**src/rtl/wb_pkg.sv**
```systemverilog
// Shared types and helpers for the writeback arbiter slice.
package wb_pkg;

   localparam int WB_RD_W       = 5;
   localparam int WB_DATA_WIDTH = 32;
   localparam int WB_NUM_REGS   = 32;

   // Default writeback entry: destination register plus result data.
   typedef struct packed {
      logic [WB_RD_W-1:0]       rd;
      logic [WB_DATA_WIDTH-1:0] data;
   } wb_entry_t;

   // Which source owns the regfile write port in a given cycle.
   typedef enum logic [1:0] {
      WB_NONE = 2'd0,
      WB_PIPE = 2'd1,
      WB_LL   = 2'd2
   } wb_src_e;

   // One-hot register mask; x0 never appears in the scoreboard.
   function automatic logic [WB_NUM_REGS-1:0] rd_onehot(input logic [WB_RD_W-1:0] rd);
      logic [WB_NUM_REGS-1:0] mask;
      mask     = {WB_NUM_REGS{1'b0}};
      mask[rd] = 1'b1;
      mask[0]  = 1'b0;
      return mask;
   endfunction

endpackage

```
**src/rtl/wb_arbiter_chk.sv**
```systemverilog
// Protocol checker: a long-latency issue must not target a register still owed,
// unless that register's pending entry is being retired in the same cycle.
module wb_arbiter_chk (
   input logic        clk,
   input logic        rst,
   input logic        ll_issue_i,
   input logic [4:0]  ll_issue_rd_i,
   input logic [31:0] busy_i,
   input logic [31:0] clr_i
);

   a_issue_not_busy : assert property (@(posedge clk) disable iff (rst)
      (ll_issue_i && (ll_issue_rd_i != 5'd0)) |-> (!busy_i[ll_issue_rd_i] || clr_i[ll_issue_rd_i]));

endmodule

```
**src/rtl/wb_fifo.sv**
```systemverilog
// Small skid FIFO holding long-latency completions in arrival order.
module wb_fifo
   import wb_pkg::*;
#(
   parameter int  DEPTH = 2,
   parameter int  CNT_W = $clog2(DEPTH) + 1,
   parameter type entry_t = wb_entry_t
) (
   input  logic             clk,
   input  logic             rst,
   input  logic             push,
   input  entry_t           wdata,
   input  logic             pop,
   output entry_t           rdata,
   output logic [CNT_W-1:0] count,
   output logic             full,
   output logic             empty
);

   localparam int              PTR_W   = $clog2(DEPTH);
   localparam logic [PTR_W-1:0] PTR_ONE = PTR_W'(1'b1);

   entry_t           mem_r [DEPTH];
   logic [PTR_W-1:0] wr_ptr_r;
   logic [PTR_W-1:0] rd_ptr_r;
   logic [CNT_W-1:0] count_r;
   logic             push_ok_s;
   logic             pop_ok_s;

   assign full      = (count_r == CNT_W'(DEPTH));
   assign empty     = (count_r == {CNT_W{1'b0}});
   assign count     = count_r;
   assign rdata     = mem_r[rd_ptr_r];
   assign push_ok_s = push & ~full;
   assign pop_ok_s  = pop & ~empty;

   // Storage, pointers and occupancy; pointers wrap naturally (DEPTH is a power of two).
   always_ff @(posedge clk or posedge rst) begin
      if (rst) begin
         wr_ptr_r <= {PTR_W{1'b0}};
         rd_ptr_r <= {PTR_W{1'b0}};
         count_r  <= {CNT_W{1'b0}};
         for (int i = 0; i < DEPTH; i++) begin
            mem_r[i] <= '0;
         end
      end else begin
         if (push_ok_s) begin
            mem_r[wr_ptr_r] <= wdata;
            wr_ptr_r        <= wr_ptr_r + PTR_ONE;
         end
         if (pop_ok_s) begin
            rd_ptr_r <= rd_ptr_r + PTR_ONE;
         end
         count_r <= count_r + CNT_W'(push_ok_s) - CNT_W'(pop_ok_s);
      end
   end

endmodule

```
**src/rtl/wb_arbiter.sv**
```systemverilog
// Writeback arbiter: owns the regfile write port, merges pipeline results with
// buffered long-latency completions and tracks registers still owed by LL units.
module wb_arbiter
   import wb_pkg::*;
#(
   parameter int DATA_WIDTH   = 32,
   parameter int FIFO_DEPTH   = 2,
   parameter int STARVE_LIMIT = 4
) (
   input  logic                  clk,
   input  logic                  rst,
   input  logic                  pipe_valid_i,
   input  logic [4:0]            pipe_rd_addr_i,
   input  logic [DATA_WIDTH-1:0] pipe_data_i,
   input  logic                  ll_issue_i,
   input  logic [4:0]            ll_issue_rd_i,
   input  logic                  ll_valid_i,
   output logic                  ll_ready_o,
   input  logic [4:0]            ll_rd_addr_i,
   input  logic [DATA_WIDTH-1:0] ll_data_i,
   input  logic [4:0]            dec_rs1_i,
   input  logic [4:0]            dec_rs2_i,
   input  logic [4:0]            dec_rd_i,
   output logic                  stall_o,
   output logic                  pipe_hold_o,
   output logic [31:0]           busy_o,
   output logic                  reg_write_o,
   output logic [4:0]            rd_addr_o,
   output logic [DATA_WIDTH-1:0] rd_data_o
);

   typedef struct packed {
      logic [WB_RD_W-1:0]    rd;
      logic [DATA_WIDTH-1:0] data;
   } arb_entry_t;

   localparam int               CNT_W   = $clog2(FIFO_DEPTH) + 1;
   localparam int               AGE_W   = $clog2(STARVE_LIMIT) + 1;
   localparam logic [AGE_W-1:0] AGE_SAT = AGE_W'(STARVE_LIMIT - 1);
   localparam logic [AGE_W-1:0] AGE_ONE = AGE_W'(1'b1);

   arb_entry_t       ll_entry_s;
   arb_entry_t       fifo_head_s;
   arb_entry_t       sel_entry_s;
   wb_src_e          sel_src_s;
   logic [CNT_W-1:0] fifo_count_s;
   logic             fifo_full_s;
   logic             fifo_empty_s;
   logic             fifo_push_s;
   logic             fifo_pop_s;
   logic             ll_ready_s;
   logic [31:0]      set_vec_s;
   logic [31:0]      clr_vec_s;
   logic [31:0]      busy_r;
   logic [AGE_W-1:0] age_r;
   logic             reg_write_r;
   logic [4:0]       rd_addr_r;
   logic [DATA_WIDTH-1:0] rd_data_r;

   // Ready depends only on occupancy, so an upstream unit never waits on pipe traffic.
   assign ll_ready_s  = (fifo_count_s != CNT_W'(FIFO_DEPTH));
   assign ll_ready_o  = ll_ready_s;
   assign fifo_push_s = ll_valid_i & ll_ready_s;
   assign fifo_pop_s  = (sel_src_s == WB_LL);

   assign ll_entry_s.rd   = ll_rd_addr_i;
   assign ll_entry_s.data = ll_data_i;

   wb_fifo #(
      .DEPTH   (FIFO_DEPTH),
      .CNT_W   (CNT_W),
      .entry_t (arb_entry_t)
   ) u_fifo (
      .clk   (clk),
      .rst   (rst),
      .push  (fifo_push_s),
      .wdata (ll_entry_s),
      .pop   (fifo_pop_s),
      .rdata (fifo_head_s),
      .count (fifo_count_s),
      .full  (fifo_full_s),
      .empty (fifo_empty_s)
   );

   // Source priority: pipeline first, then the oldest buffered completion.
   always_comb begin
      sel_src_s = WB_NONE;
      if (pipe_valid_i) begin
         sel_src_s = WB_PIPE;
      end else if (!fifo_empty_s) begin
         sel_src_s = WB_LL;
      end else begin
         sel_src_s = WB_NONE;
      end
   end

   // Mux the winning entry onto the write path.
   always_comb begin
      sel_entry_s = '0;
      case (sel_src_s)
         WB_PIPE: begin
            sel_entry_s.rd   = pipe_rd_addr_i;
            sel_entry_s.data = pipe_data_i;
         end
         WB_LL:   sel_entry_s = fifo_head_s;
         default: sel_entry_s = '0;
      endcase
   end

   // Scoreboard set/clear masks for this cycle.
   always_comb begin
      set_vec_s = 32'h0000_0000;
      clr_vec_s = 32'h0000_0000;
      if (ll_issue_i) begin
         set_vec_s = rd_onehot(ll_issue_rd_i);
      end else begin
         set_vec_s = 32'h0000_0000;
      end
      if (fifo_pop_s) begin
         clr_vec_s = rd_onehot(fifo_head_s.rd);
      end else begin
         clr_vec_s = 32'h0000_0000;
      end
   end

   // Busy scoreboard; a set in the same cycle as a clear of the same bit wins.
   always_ff @(posedge clk or posedge rst) begin
      if (rst) begin
         busy_r <= 32'h0000_0000;
      end else begin
         busy_r <= (busy_r & ~clr_vec_s) | set_vec_s;
      end
   end

   // Head-of-FIFO starvation age: counts cycles lost to the pipeline, saturating.
   always_ff @(posedge clk or posedge rst) begin
      if (rst) begin
         age_r <= {AGE_W{1'b0}};
      end else if (fifo_empty_s || fifo_pop_s) begin
         age_r <= {AGE_W{1'b0}};
      end else if (pipe_valid_i && (age_r < AGE_SAT)) begin
         age_r <= age_r + AGE_ONE;
      end else begin
         age_r <= age_r;
      end
   end

   // Registered regfile write port; x0 destinations never assert the enable.
   always_ff @(posedge clk or posedge rst) begin
      if (rst) begin
         reg_write_r <= 1'b0;
         rd_addr_r   <= 5'd0;
         rd_data_r   <= {DATA_WIDTH{1'b0}};
      end else if (sel_src_s != WB_NONE) begin
         reg_write_r <= (sel_entry_s.rd != 5'd0);
         rd_addr_r   <= sel_entry_s.rd;
         rd_data_r   <= sel_entry_s.data;
      end else begin
         reg_write_r <= 1'b0;
      end
   end

   // Busy bits clear on the write edge; the regfile bypass covers that same cycle.
   assign stall_o = ((dec_rs1_i != 5'd0) & busy_r[dec_rs1_i])
                  | ((dec_rs2_i != 5'd0) & busy_r[dec_rs2_i])
                  | ((dec_rd_i  != 5'd0) & busy_r[dec_rd_i])
                  | fifo_full_s;

   assign pipe_hold_o = (age_r >= AGE_SAT) & pipe_valid_i & ~fifo_empty_s;
   assign busy_o      = busy_r;
   assign reg_write_o = reg_write_r;
   assign rd_addr_o   = rd_addr_r;
   assign rd_data_o   = rd_data_r;

   wb_arbiter_chk u_chk (
      .clk           (clk),
      .rst           (rst),
      .ll_issue_i    (ll_issue_i),
      .ll_issue_rd_i (ll_issue_rd_i),
      .busy_i        (busy_r),
      .clr_i         (clr_vec_s)
   );

endmodule
```
**config.mk**
```make
export PLATFORM = sky130hd
export DESIGN_NAME = wb_arbiter
export DESIGN_NICKNAME = d
export VERILOG_FILES = /design/src/rtl/wb_pkg.sv /design/src/rtl/wb_arbiter_chk.sv /design/src/rtl/wb_fifo.sv /design/src/rtl/wb_arbiter.sv
export SDC_FILE = /design/constraint.sdc
export NUM_CORES = 1
export LEC_CHECK = 0
export ABC_CLOCK_PERIOD_IN_PS = 6800
export BUFFER_PORTS_ARGS = -buffer_cell sky130_fd_sc_hd__buf_4
export CAP_MARGIN = 25
export CORE_MARGIN = 2
export CORE_UTILIZATION = 50
export CTS_CLUSTER_DIAMETER = 120
export DETAILED_ROUTE_END_ITERATION = 7
export GPL_TIMING_DRIVEN = 0
export PLACE_DENSITY_LB_ADDON = 0.1
export SYNTH_ARGS = -nofsm -noshare
export SYNTH_HDL_FRONTEND = slang
export SYNTH_SLANG_ARGS = --single-unit
```
**constraint.sdc**
```tcl
create_clock -name clk -period 6.8 [get_ports clk]
set_input_delay 1.36 -clock clk [delete_from_list [all_inputs] [get_ports clk]]
set_output_delay 1.36 -clock clk [all_outputs]
set_load 0.02 [all_outputs]
```
Word-level counts from Yosys, hierarchy flattened. Cells that the tools add are included.

$add $sub $neg: 5. Magnitude comparators: 12. Equality and inequality tests: 4. Multiplexer cells: 24. Bitwise logic cells: 18. Reduce and logical (&&, ||, !) cells: 12.

Operators with widths (count): 2-to-1 mux 37 bit (4); bitwise mux 74 bit (1); case mux 37 bit (2 select lines) (1); 2-to-1 mux 32 bit (2); demux 37 bit (select 1 bit) (1); AND 32 bit (1); NOT 32 bit (1); OR 32 bit (1); less-than comparator 5 x 6 -> 1 bit, second input constant (5); nonzero test 5 bit (4); binary-select mux 1 bit (select 5 bit) (3); demux 1 bit (select 5 bit) (2); >= comparator 5 x 1 -> 1 bit, second input constant (2); AND 1 bit (8); 2-to-1 mux 1 bit (6); 2-to-1 mux 3 bit (2); equality test 2 bit, second input constant (2); >= comparator 2 bit, second input constant (2); logical AND 1 bit (4); 2-to-1 mux 2 bit (2); NOT 1 -> 2 bit (2); nonzero test 2 bit (2); adder 3 x 1 -> 3 bit, second input constant (1); >= comparator 3 x 2 -> 1 bit, second input constant (1); other kinds (11) (15).

Bits in registers: 151. Output and inout port bits: 73.

Longest topological paths before layout. Gate-level depths: netlist (run 1).

Depth in word-level cells: 12. Gate-level depth with buffers: 8.

Modules after synthesis. Synthesis (run 1) repeated with hierarchy kept, for this count alone.

Cell total of the unflattened synthesis: 627. Area, all modules: 7664.9 um2.

Modules (own cells, without submodules): wb_arbiter (instances 1, cells an instance 411, area an instance 4108.9 um2); wb_fifo (instances 1, cells an instance 216, area an instance 3555.9 um2).

Worst setup path before layout (run 1). OpenSTA, ideal clock, no wires.

Path type: input -> output. Start: in dec_rs2_i[0]. End: out stall_o. Data arrival time: 3.048 ns. Required time: 5.440 ns. Path slack: 2.392 ns. Stages: 5. Buffers on the path: 1. Cell sequence: clkbuf_1 -> mux4_2 -> o2111ai_1 -> nand4_1 -> or4_1.

Word-level cells in the longest chain between the ends: 6.

RTL lines: from (decl) (RTL line wb_arbiter.sv:22) `input logic [4:0] dec_rs2_i,`; binary-select mux 1 bit (select 5 bit) (RTL line wb_arbiter.sv:165) `| ((dec_rs2_i != 5'd0) & busy_r[dec_rs2_i])`; 2-to-1 mux 1 bit (implied by the code) (RTL line wb_arbiter.sv:165); AND 1 bit * (RTL line wb_arbiter.sv:165); OR 1 bit * (RTL line wb_arbiter.sv:165); OR 1 bit * (RTL line wb_arbiter.sv:166) `| ((dec_rd_i != 5'd0) & busy_r[dec_rd_i])`; OR 1 bit * (RTL line wb_arbiter.sv:167) `| fifo_full_s;`; to (decl) (RTL line wb_arbiter.sv:24) `output logic stall_o,`.

Mark *: on every way between the ends. The rest lies on a longest branch, timed or not. The select of a mux whose other input is x is not followed.

Worst setup path after layout (run 1). Ends and elaborated chain as after synthesis.

==> results of run 1 <==
-- routing by layer --
| layer | GRT usage | vias to the layer above |
|---|---|---|
| met5 | 0 | - |
| met4 | 0.0784 | 0 |
| met3 | 0.0591 | 25 |
| met2 | 0.412 | 203 |
| met1 | 0.327 | 2966 |
| li1 | - | 2791 |
-- stage by stage --
step,std cells,power (uW),worst slack (ns),util,hold WS (ns)
global route,1049,4850,1.94,0.654,0.515
detailed placement,1018,3660,2.09,0.614,0.494
floorplan,668,2910,1.40,-,0.468
global placement,1017,3570,-0.0171,0.612,0.485
finish,1049,4560,2.11,0.654,0.504
CTS,1049,4580,2.09,0.654,0.505
-- sequential cells by signal (all words and copies together), names as in the netlist --
signal and cells:
age_r 3, busy_o 31, rd_addr_o 5, rd_data_o 32, reg_write_o 1, u_fifo.count 2, u_fifo.mem_r 74, u_fifo.rd_ptr_r 1
u_fifo.wr_ptr_r 1
-- final cells by class --
cell class                 count  area (um^2)
fill                        1150         5010
sequential                   150         3750
multi-input combinational    471         3420
timing repair buffer         166         1270
clock buffer                  18          439
tap                          184          230
buffer                        39          186
clock inverter                13          134
inverter                       8         35.0
-- final timing paths --
path	startpoint	end	slack, ns	depth (start not counted)
max	dec_rs2_i[0]	stall_o	2.11	7
max reg2reg	u_fifo.count[0]$_DFF_PP0_	u_fifo.mem_r[72]$_DFFE_PP0P_	4.42	5
min	u_fifo.mem_r[56]$_DFFE_PP0P_	u_fifo.mem_r[56]$_DFFE_PP0P_	0.50	1
max in group asynchronous	rst	u_fifo.mem_r[24]$_DFFE_PP0P_	4.94	3
min in group asynchronous	rst	rd_data_o[6]$_DFFE_PP0P_	1.02	2
min reg2reg	u_fifo.mem_r[56]$_DFFE_PP0P_	u_fifo.mem_r[56]$_DFFE_PP0P_	0.50	1
-- worst max-delay path, cell delays in order --
cell	delay, ns
sky130_fd_sc_hd__buf_4	0.08
sky130_fd_sc_hd__clkbuf_1	0.37
sky130_fd_sc_hd__mux4_2	0.56
sky130_fd_sc_hd__o2111ai_1	0.20
sky130_fd_sc_hd__nand4_1	0.12
sky130_fd_sc_hd__or4_1	0.47
sky130_fd_sc_hd__buf_4	0.17
-- placed cells by master, fill, tap and decap left out, types with 4 or more instances in the layout --
cell type and n:
sky130_fd_sc_hd__a211oi_1 4, sky130_fd_sc_hd__a21oi_1 36, sky130_fd_sc_hd__buf_2 9, sky130_fd_sc_hd__buf_4 166, sky130_fd_sc_hd__clkbuf_1 25, sky130_fd_sc_hd__clkbuf_16 17
sky130_fd_sc_hd__clkinv_2 5, sky130_fd_sc_hd__dfrtp_1 150, sky130_fd_sc_hd__ha_1 4, sky130_fd_sc_hd__inv_1 7, sky130_fd_sc_hd__mux2_2 82, sky130_fd_sc_hd__mux2i_1 51
sky130_fd_sc_hd__mux4_2 10, sky130_fd_sc_hd__nand2_1 61, sky130_fd_sc_hd__nand3_1 7, sky130_fd_sc_hd__nand3b_1 7, sky130_fd_sc_hd__nor2_1 46, sky130_fd_sc_hd__nor2b_1 6
sky130_fd_sc_hd__o211ai_1 4, sky130_fd_sc_hd__o21ai_0 106
-- report_power, final --
group | internal [uW] | switching, uW
sequential | 1320 | 340
clock | 545 | 370
combinational | 937 | 1050
total | 2800 | 1760
-- logic make-up (layout without fill, tap and decap cells) --
group                    after synthesis  count (layout)
adder cells (fa/ha/maj)                4               4
other                                  1               1
AO/OA/AOI/OAI                        169             169
buffers and inverters                 47             244
multiplexers                         146             146
AND/OR/NAND/NOR                      147             147
flip-flops                           150             150
XOR/XNOR                               4               4
==> report_table.html, run 1 <==
<table>
<tr><th>Metric</th><th>Value</th></tr>
<tr><th colspan="2">Yosys</th></tr>
<tr><td>Synth Instances</td><td>about 670</td></tr>
<tr><td>Fraction of the mapped netlist area in simple logic gates</td><td>0.0917</td></tr>
<tr><td>Syn avg cell area</td><td>11.1 um^2</td></tr>
<tr><td>Post-synthesis compound-gate area fraction</td><td>0.126</td></tr>
<tr><td>Async set or reset register ratio after synthesis</td><td>1.00</td></tr>
<tr><td>Yosys synthesis warning count</td><td>0</td></tr>
<tr><td>Most common cell in the netlist</td><td>sky130_fd_sc_hd__dfrtp_1</td></tr>
<tr><td>Count of flip-flops with a built-in enable after synthesis</td><td>0</td></tr>
<tr><td>Cell type with the largest total area after synthesis</td><td>sky130_fd_sc_hd__dfrtp_1</td></tr>
<tr><td>Sequential element share of the synthesized area</td><td>0.508</td></tr>
<tr><td>Area share of the leading cell type in the synthesized netlist</td><td>0.508</td></tr>
<tr><td>Leading cell types by total area after synthesis</td><td>sky130_fd_sc_hd__dfrtp_1 (51%), sky130_fd_sc_hd__mux2_2 (12%), sky130_fd_sc_hd__o21ai_0 (7.2%), sky130_fd_sc_hd__mux2i_1 (6.9%), sky130_fd_sc_hd__nand2_1 (3.1%)</td></tr>
<tr><td>Post-synth design cell area</td><td>7390 um^2</td></tr>
<tr><td>#FFs+latches synth</td><td>150</td></tr>
<tr><td>Synth unique cells</td><td>54</td></tr>
<tr><td>Multiplexer fraction of the synthesized cell area</td><td>0.234</td></tr>
<tr><td>Adder-cell share of the synthesized area</td><td>0.00677</td></tr>
<tr><td>Xor-xnor portion of the synthesized cell area</td><td>0.00474</td></tr>
<tr><td>Dominant combinational cell family by area after synthesis</td><td>multiplexers</td></tr>
<tr><td>Ys flop type</td><td>sky130_fd_sc_hd__dfrtp_1</td></tr>
<tr><td>Top cells by instance count after synthesis</td><td>sky130_fd_sc_hd__dfrtp_1 (150), sky130_fd_sc_hd__o21ai_0 (106), sky130_fd_sc_hd__mux2_2 (82)</td></tr>
<tr><td>Number of nets produced by synthesis</td><td>771</td></tr>
<tr><th colspan="2">Setup path</th></tr>
<tr><td>Crit path arrival time</td><td>around 3.3 ns</td></tr>
<tr><td>Element type at the critical path start</td><td>primary input</td></tr>
<tr><td>Worst Path Max Fanout</td><td>10</td></tr>
<tr><td>Setup Crit Path Kind</td><td>in2out</td></tr>
<tr><td>Worst endpoint required time</td><td>~5.4 ns</td></tr>
<tr><td>Endpoint kind of the worst setup timing path</td><td>primary output</td></tr>
<tr><th colspan="2">STA</th></tr>
<tr><td>Setup violation total in the final timing report</td><td>0</td></tr>
<tr><td>Total count of hold-check failures in the final report</td><td>0</td></tr>
<tr><td>Setup repair after global routing missed its margin</td><td>no</td></tr>
<tr><td>Final worst path period need</td><td>4.69 ns</td></tr>
<tr><td>Final Max Slew Viols</td><td>0</td></tr>
<tr><td>Max Clk Rate</td><td>213 MHz</td></tr>
<tr><td>Transition time of the tightest slew-check pin</td><td>0.955 ns</td></tr>
<tr><td>Worst-case clock skew</td><td>0.00884 ns</td></tr>
<tr><td>Portion of the clock cycle consumed by the worst path in the final layout</td><td>0.690</td></tr>
<tr><td>Final TNS setup</td><td>0 ns</td></tr>
<tr><td>Worst relative slew slack</td><td>0.361</td></tr>
<tr><th colspan="2">Layout</th></tr>
<tr><td>Share of cells above drive strength 1</td><td>0.361</td></tr>
<tr><td>Design area</td><td>9470 um^2</td></tr>
<tr><td>Number of antenna diodes</td><td>0</td></tr>
<tr><td>Synth-to-layout area growth</td><td>28.1%</td></tr>
<tr><td>Total Nets Final</td><td>between 900 and 1,000</td></tr>
<tr><th colspan="2">Die</th></tr>
<tr><td>Rows</td><td>between 40 and 50</td></tr>
<tr><td>Top Ports</td><td>approximately 170</td></tr>
<tr><td>Overall die height</td><td>126 um</td></tr>
<tr><td>Die Area</td><td>~16,000 um^2</td></tr>
<tr><td>Floorplan die width</td><td>about 130 um</td></tr>
<tr><td>Core Box Area</td><td>14,500 um^2</td></tr>
<tr><td>Starting utilization of the core area</td><td>0.511</td></tr>
<tr><th colspan="2">Power</th></tr>
<tr><td>Total power density per cell area</td><td>482 nW/um^2</td></tr>
<tr><td>Peak supply drop</td><td>roughly 0.00025 V</td></tr>
<tr><td>Leakage power figure</td><td>0.00432 uW</td></tr>
<tr><th colspan="2">Clock tree</th></tr>
<tr><td>Clk sinks</td><td>150</td></tr>
<tr><td>Buffers inserted during post-CTS setup optimization</td><td>0</td></tr>
<tr><td>Clock buffers created by TritonCTS</td><td>17</td></tr>
<tr><td>CTS-repair resized insts</td><td>0</td></tr>
<tr><td>Clock Latency Late Sink</td><td>0.42 ns</td></tr>
<tr><td>Buffers from clock root to sink, at most</td><td>2</td></tr>
<tr><td>Clock slew seen by the registers of the worst setup and hold paths</td><td>0.06 ns</td></tr>
<tr><td>Number of buffers inserted for hold repair after clock tree synthesis</td><td>0</td></tr>
<tr><td>CTS tree</td><td>built</td></tr>
<tr><td>Count of H-tree levels built during CTS</td><td>4</td></tr>
<tr><td>Master cell of the clock root buffer</td><td>sky130_fd_sc_hd__clkbuf_16</td></tr>
<tr><th colspan="2">Detailed routing</th></tr>
<tr><td># DRC</td><td>0</td></tr>
<tr><td>Remaining number of nets flagged by the antenna check after routing</td><td>0</td></tr>
<tr><td>Routed WL</td><td>just under 20,000 um</td></tr>
<tr><td>WL/cell</td><td>between 15 and 20 um</td></tr>
<tr><td>Via count</td><td>roughly 6,000</td></tr>
<tr><td>WL met2</td><td>9500 um</td></tr>
<tr><td>First-pass detailed-route iteration total</td><td>5</td></tr>
<tr><td>Detailed Route Iter0 Violations</td><td>333</td></tr>
<tr><td>Uppermost layer routed</td><td>met4</td></tr>
<tr><td>Vias per std cell</td><td>around 5.7</td></tr>
<tr><td>Met1 Wirelength</td><td>8290 um</td></tr>
<tr><td>Amount of wire on met3 after detailed routing</td><td>1290 um</td></tr>
<tr><th colspan="2">Global route</th></tr>
<tr><td>Number of global-route vias before repair</td><td>6,042</td></tr>
<tr><td>Total Routing Usage GR</td><td>0.249</td></tr>
<tr><td>Pin count of the biggest net entering global routing</td><td>between 80 and 90</td></tr>
<tr><td>Aggregate global routing overflow</td><td>0</td></tr>
<tr><td>Global-route wire length before repair</td><td>31,000 um</td></tr>
<tr><td>Antenna violations before repair</td><td>0</td></tr>
<tr><th colspan="2">Flow run</th></tr>
<tr><td>Number of maximum-capacitance violations</td><td>0</td></tr>
<tr><th colspan="2">Placement</th></tr>
<tr><td>Half-perimeter wire length of the detailed placement result</td><td>14,400 um</td></tr>
<tr><td>Area post-placement</td><td>~8900 um^2</td></tr>
<tr><td>Count of buffers inserted at the top-level ports</td><td>165</td></tr>
<tr><td>Routability congestion estimate</td><td>about 0.85</td></tr>
<tr><th colspan="2">Run status</th></tr>
<tr><td>Outcome</td><td>completed</td></tr>
<tr><th colspan="2">Min path</th></tr>
<tr><td>Class of the worst hold path</td><td>reg2reg</td></tr>
</table>
(Power assumes the default switching activity.)
==> run 2: changes to the inputs <==
ABC_AREA = 1   (was unset)
ABC_CLOCK_PERIOD_IN_PS = 4690   (was 6800)
clock period = 4.69 ns   (was 6.8 ns; I/O delays follow)
==> run 2 against run 1 <==
Net effect: core utilization increased by 0.85 points; clock power increased by 48%; die area increased by 2.0%; synthesized cell count increased by 49%; critical path depth increased by 4; global-route usage increased by 4.1 points; combinational power increased by 40%; cell count increased by 32%; setup slack got worse by 0.59 ns; register-to-register slack got worse by 1.7 ns; area after synthesis increased by 2.0%; critical path type unchanged.
==> report_table.html, run 2 <==
<table>
<tr><th>Metric</th><th>Value</th></tr>
<tr><th colspan="2">STA</th></tr>
<tr><td>Max Clk Rate</td><td>~320 MHz</td></tr>
<tr><td>Worst-case clock skew</td><td>just under 0.009 ns</td></tr>
<tr><td>Worst relative slew slack</td><td>0.521</td></tr>
<tr><td>Transition time of the tightest slew-check pin</td><td>0.719 ns</td></tr>
<tr><td>Final Max Slew Viols</td><td>0</td></tr>
<tr><td>Portion of the clock cycle consumed by the worst path in the final layout</td><td>0.676</td></tr>
<tr><td>Final worst path period need</td><td>~3.2 ns</td></tr>
<tr><td>Total count of hold-check failures in the final report</td><td>0</td></tr>
<tr><td>Setup repair after global routing missed its margin</td><td>no</td></tr>
<tr><td>Setup violation total in the final timing report</td><td>0</td></tr>
<tr><td>Final TNS setup</td><td>0 ns</td></tr>
<tr><td>Worst hold-check slack</td><td>0.466 ns</td></tr>
<tr><th colspan="2">Placement</th></tr>
<tr><td>Placed Cells incl. Taps</td><td>approximately 1,400</td></tr>
<tr><td>Count of buffers inserted at the top-level ports</td><td>168</td></tr>
<tr><td>Half-perimeter wire length of the detailed placement result</td><td>between 15,000 and 20,000 um</td></tr>
<tr><td>Routability congestion estimate</td><td>0.931</td></tr>
<tr><th colspan="2">Yosys</th></tr>
<tr><td>Synth unique cells</td><td>32</td></tr>
<tr><td>Syn avg cell area</td><td>7.58 um^2</td></tr>
<tr><td>Multiplexer fraction of the synthesized cell area</td><td>0</td></tr>
<tr><td>Adder-cell share of the synthesized area</td><td>0.00663</td></tr>
<tr><td>Yosys synthesis warning count</td><td>0</td></tr>
<tr><td>Leading cell types by total area after synthesis</td><td>sky130_fd_sc_hd__dfrtp_1 (50%), sky130_fd_sc_hd__nand2_1 (17%), sky130_fd_sc_hd__nand3_1 (8.6%), sky130_fd_sc_hd__o21ai_0 (6.8%), sky130_fd_sc_hd__inv_1 (4.6%)</td></tr>
<tr><td>Area share of the leading cell type in the synthesized netlist</td><td>0.498</td></tr>
<tr><td>Top cells by instance count after synthesis</td><td>sky130_fd_sc_hd__nand2_1 (335), sky130_fd_sc_hd__dfrtp_1 (150), sky130_fd_sc_hd__nand3_1 (129)</td></tr>
<tr><td>Number of nets produced by synthesis</td><td>between 1,000 and 1,500</td></tr>
<tr><td>Count of flip-flops with a built-in enable after synthesis</td><td>0</td></tr>
<tr><td>#FFs+latches synth</td><td>150</td></tr>
<tr><td>Most common cell in the netlist</td><td>sky130_fd_sc_hd__nand2_1</td></tr>
<tr><td>Fraction of the mapped netlist area in simple logic gates</td><td>0.285</td></tr>
<tr><td>Post-synth design cell area</td><td>7540 um^2</td></tr>
<tr><td>Xor-xnor portion of the synthesized cell area</td><td>0.00348</td></tr>
<tr><td>Post-synthesis compound-gate area fraction</td><td>0.127</td></tr>
<tr><td>Ys flop type</td><td>sky130_fd_sc_hd__dfrtp_1</td></tr>
<tr><td>Async set or reset register ratio after synthesis</td><td>1.00</td></tr>
<tr><td>Cell type with the largest total area after synthesis</td><td>sky130_fd_sc_hd__dfrtp_1</td></tr>
<tr><td>Sequential element share of the synthesized area</td><td>0.498</td></tr>
<tr><td>Dominant combinational cell family by area after synthesis</td><td>simple AND/OR/NAND/NOR gates</td></tr>
<tr><td>Synth Instances</td><td>995</td></tr>
<tr><th colspan="2">Clock tree</th></tr>
<tr><td>Buffers inserted during post-CTS setup optimization</td><td>0</td></tr>
<tr><td>Clock Latency Late Sink</td><td>around 0.42 ns</td></tr>
<tr><td>Clk sinks</td><td>150</td></tr>
<tr><td>Number of buffers inserted for hold repair after clock tree synthesis</td><td>0</td></tr>
<tr><td>CTS tree</td><td>built</td></tr>
<tr><td>Clock slew seen by the registers of the worst setup and hold paths</td><td>around 0.060 ns</td></tr>
<tr><td>Clock buffers created by TritonCTS</td><td>17</td></tr>
<tr><td>Master cell of the clock root buffer</td><td>sky130_fd_sc_hd__clkbuf_16</td></tr>
<tr><td>Count of H-tree levels built during CTS</td><td>4</td></tr>
<tr><td>CTS-repair resized insts</td><td>0</td></tr>
<tr><td>Buffers from clock root to sink, at most</td><td>2</td></tr>
<tr><th colspan="2">Power</th></tr>
<tr><td>Overall Power</td><td>6440 uW</td></tr>
<tr><td>Int Pwr</td><td>3710 uW</td></tr>
<tr><td>Combinational power share</td><td>0.431</td></tr>
<tr><td>Portion of total power attributed to the clock network</td><td>0.210</td></tr>
<tr><td>Sw power</td><td>2730 uW</td></tr>
<tr><td>Sequential fraction of design power</td><td>0.359</td></tr>
<tr><td>Peak supply drop</td><td>0.000348 V</td></tr>
<tr><td>Switch share</td><td>0.424</td></tr>
<tr><td>Total power density per cell area</td><td>664 nW/um^2</td></tr>
<tr><td>Leakage power figure</td><td>0.00507 uW</td></tr>
<tr><th colspan="2">Die</th></tr>
<tr><td>Core Box Area</td><td>14,600 um^2</td></tr>
<tr><td>Top Ports</td><td>172</td></tr>
<tr><td>Overall die height</td><td>between 100 and 150 um</td></tr>
<tr><td>Floorplan die width</td><td>127 um</td></tr>
<tr><td>Die Area</td><td>16,100 um^2</td></tr>
<tr><td>Starting utilization of the core area</td><td>0.515</td></tr>
<tr><td>Rows</td><td>44</td></tr>
<tr><th colspan="2">Layout</th></tr>
<tr><td>FF/Latch Area</td><td>between 3000 and 4000 um^2</td></tr>
<tr><td>Highest-count cells in the layout ignoring fill and taps</td><td>sky130_fd_sc_hd__nand2_1 (335), sky130_fd_sc_hd__buf_4 (174), sky130_fd_sc_hd__dfrtp_1 (150)</td></tr>
<tr><td>Most frequent standard cell in the layout excluding fill and tap cells</td><td>sky130_fd_sc_hd__nand2_1</td></tr>
<tr><td>Filler Cells Inserted</td><td>around 1,300</td></tr>
<tr><td>Flip-flop count of the largest register after layout</td><td>74</td></tr>
<tr><td>Number of antenna diodes</td><td>0</td></tr>
<tr><td>Fin cells</td><td>1,383</td></tr>
<tr><td>Most flop-heavy register</td><td>u_fifo.mem_r</td></tr>
<tr><td>Area of combinational cells with multiple inputs</td><td>3190 um^2</td></tr>
<tr><td>Total Nets Final</td><td>1,289</td></tr>
<tr><td>Share of cells above drive strength 1</td><td>0.209</td></tr>
<tr><td>Synth-to-layout area growth</td><td>28.6%</td></tr>
<tr><th colspan="2">Detailed routing</th></tr>
<tr><td># DRC</td><td>0</td></tr>
<tr><td>Detailed Route Iter0 Violations</td><td>661</td></tr>
<tr><td>Vias per std cell</td><td>5.44</td></tr>
<tr><td>Via count</td><td>7,523</td></tr>
<tr><td>WL/cell</td><td>16.5 um</td></tr>
<tr><td>Routed WL</td><td>between 20,000 and 25,000 um</td></tr>
<tr><td>Remaining number of nets flagged by the antenna check after routing</td><td>0</td></tr>
<tr><td>First-pass detailed-route iteration total</td><td>5</td></tr>
<tr><th colspan="2">Setup path</th></tr>
<tr><td>Worst Path Max Fanout</td><td>10</td></tr>
<tr><td>Endpoint kind of the worst setup timing path</td><td>primary output</td></tr>
<tr><td>Worst endpoint required time</td><td>3.75 ns</td></tr>
<tr><td>Element type at the critical path start</td><td>primary input</td></tr>
<tr><td>Crit path arrival time</td><td>2.23 ns</td></tr>
<tr><td>Setup Crit Path Kind</td><td>in2out</td></tr>
<tr><th colspan="2">Min path</th></tr>
<tr><td>Class of the worst hold path</td><td>in2async</td></tr>
<tr><th colspan="2">Global route</th></tr>
<tr><td>Number of global-route vias before repair</td><td>7,106</td></tr>
<tr><td>Pin count of the biggest net entering global routing</td><td>43</td></tr>
<tr><td>Antenna violations before repair</td><td>0</td></tr>
<tr><td>Global-route wire length before repair</td><td>between 30,000 and 40,000 um</td></tr>
<tr><td>Aggregate global routing overflow</td><td>0</td></tr>
<tr><td>Total Routing Usage GR</td><td>0.290</td></tr>
<tr><th colspan="2">Run status</th></tr>
<tr><td>Outcome</td><td>completed</td></tr>
<tr><th colspan="2">Flow run</th></tr>
<tr><td>Number of maximum-capacitance violations</td><td>0</td></tr>
</table>
## run 2: stage by stage
| stage | setup slack (ns) | cell area (um^2) | utilization |
|---|---|---|---|
| global route | 1.42 | 9700 | 0.662 |
| CTS | 1.56 | 9700 | 0.662 |
| global placement | 0.911 | 9040 | 0.617 |
| finish | 1.52 | 9700 | 0.662 |
| floorplan | 1.80 | 7550 | - |
| detailed placement | 1.56 | 9120 | 0.623 |
## run 2: cell type report
cell class	count	area share
buffer	48	0.0236
clock inverter	11	0.0124
multi-input combinational	697	0.329
clock buffer	21	0.0475
sequential	150	0.387
inverter	100	0.0391
timing repair buffer	172	0.138
tap	184	0.0237
## run 2: path summary, 6_finish.rpt
path	startpoint	endpoint	slack, ns	cells past startpoint
worst max-delay path	dec_rs2_i[0]	stall_o	1.52	11
worst min-delay path	rst	busy_o[27]$_DFF_PP0_	0.47	2
worst max register to register	u_fifo.count[1]$_DFF_PP0_	u_fifo.count[1]$_DFF_PP0_	2.70	7
worst min register to register	u_fifo.mem_r[27]$_DFFE_PP0P_	u_fifo.mem_r[27]$_DFFE_PP0P_	0.48	2
max in group asynchronous	rst	u_fifo.mem_r[21]$_DFFE_PP0P_	3.53	4
min in group clk	u_fifo.mem_r[27]$_DFFE_PP0P_	u_fifo.mem_r[27]$_DFFE_PP0P_	0.48	2
## run 2: critical path: stages
cell	delay [ns]
sky130_fd_sc_hd__buf_4	0.08
sky130_fd_sc_hd__buf_2	0.21
sky130_fd_sc_hd__buf_2	0.24
sky130_fd_sc_hd__nand2_1	0.08
sky130_fd_sc_hd__o211ai_1	0.10
sky130_fd_sc_hd__nand3_1	0.10
sky130_fd_sc_hd__nand3_1	0.09
sky130_fd_sc_hd__a21oi_1	0.07
sky130_fd_sc_hd__nor2_1	0.12
sky130_fd_sc_hd__nand2_1	0.06
sky130_fd_sc_hd__buf_4	0.15
## run 2: layer usage
| metal | global-route usage | part of all wire |
|---|---|---|
| met1 | 0.404 | 0.44 |
| met5 | 0 | 0 |
| met3 | 0.0515 | 0.071 |
| met2 | 0.469 | 0.48 |
| met4 | 0.0821 | 0.017 |
## run 2: kinds of logic after synthesis
group,after synthesis
and+or+nand+nor,516
AOI/OAI and AO/OA,173
DFF,150
buffers and inverters,148
adders and majority gates,4
xor gates and xnor gates,3
other,1
## run 2: power by group through the flow
stage / Sequential [uW] / Clock [uW] / Combinational [uW]
global placement: 2320 / 0 / 2700
floorplan: 2530 / 0 / 1430
finish: 2320 / 1350 / 2780
CTS: 2310 / 1360 / 2780
detailed placement: 2320 / 0 / 2770
global route: 2390 / 1420 / 3080
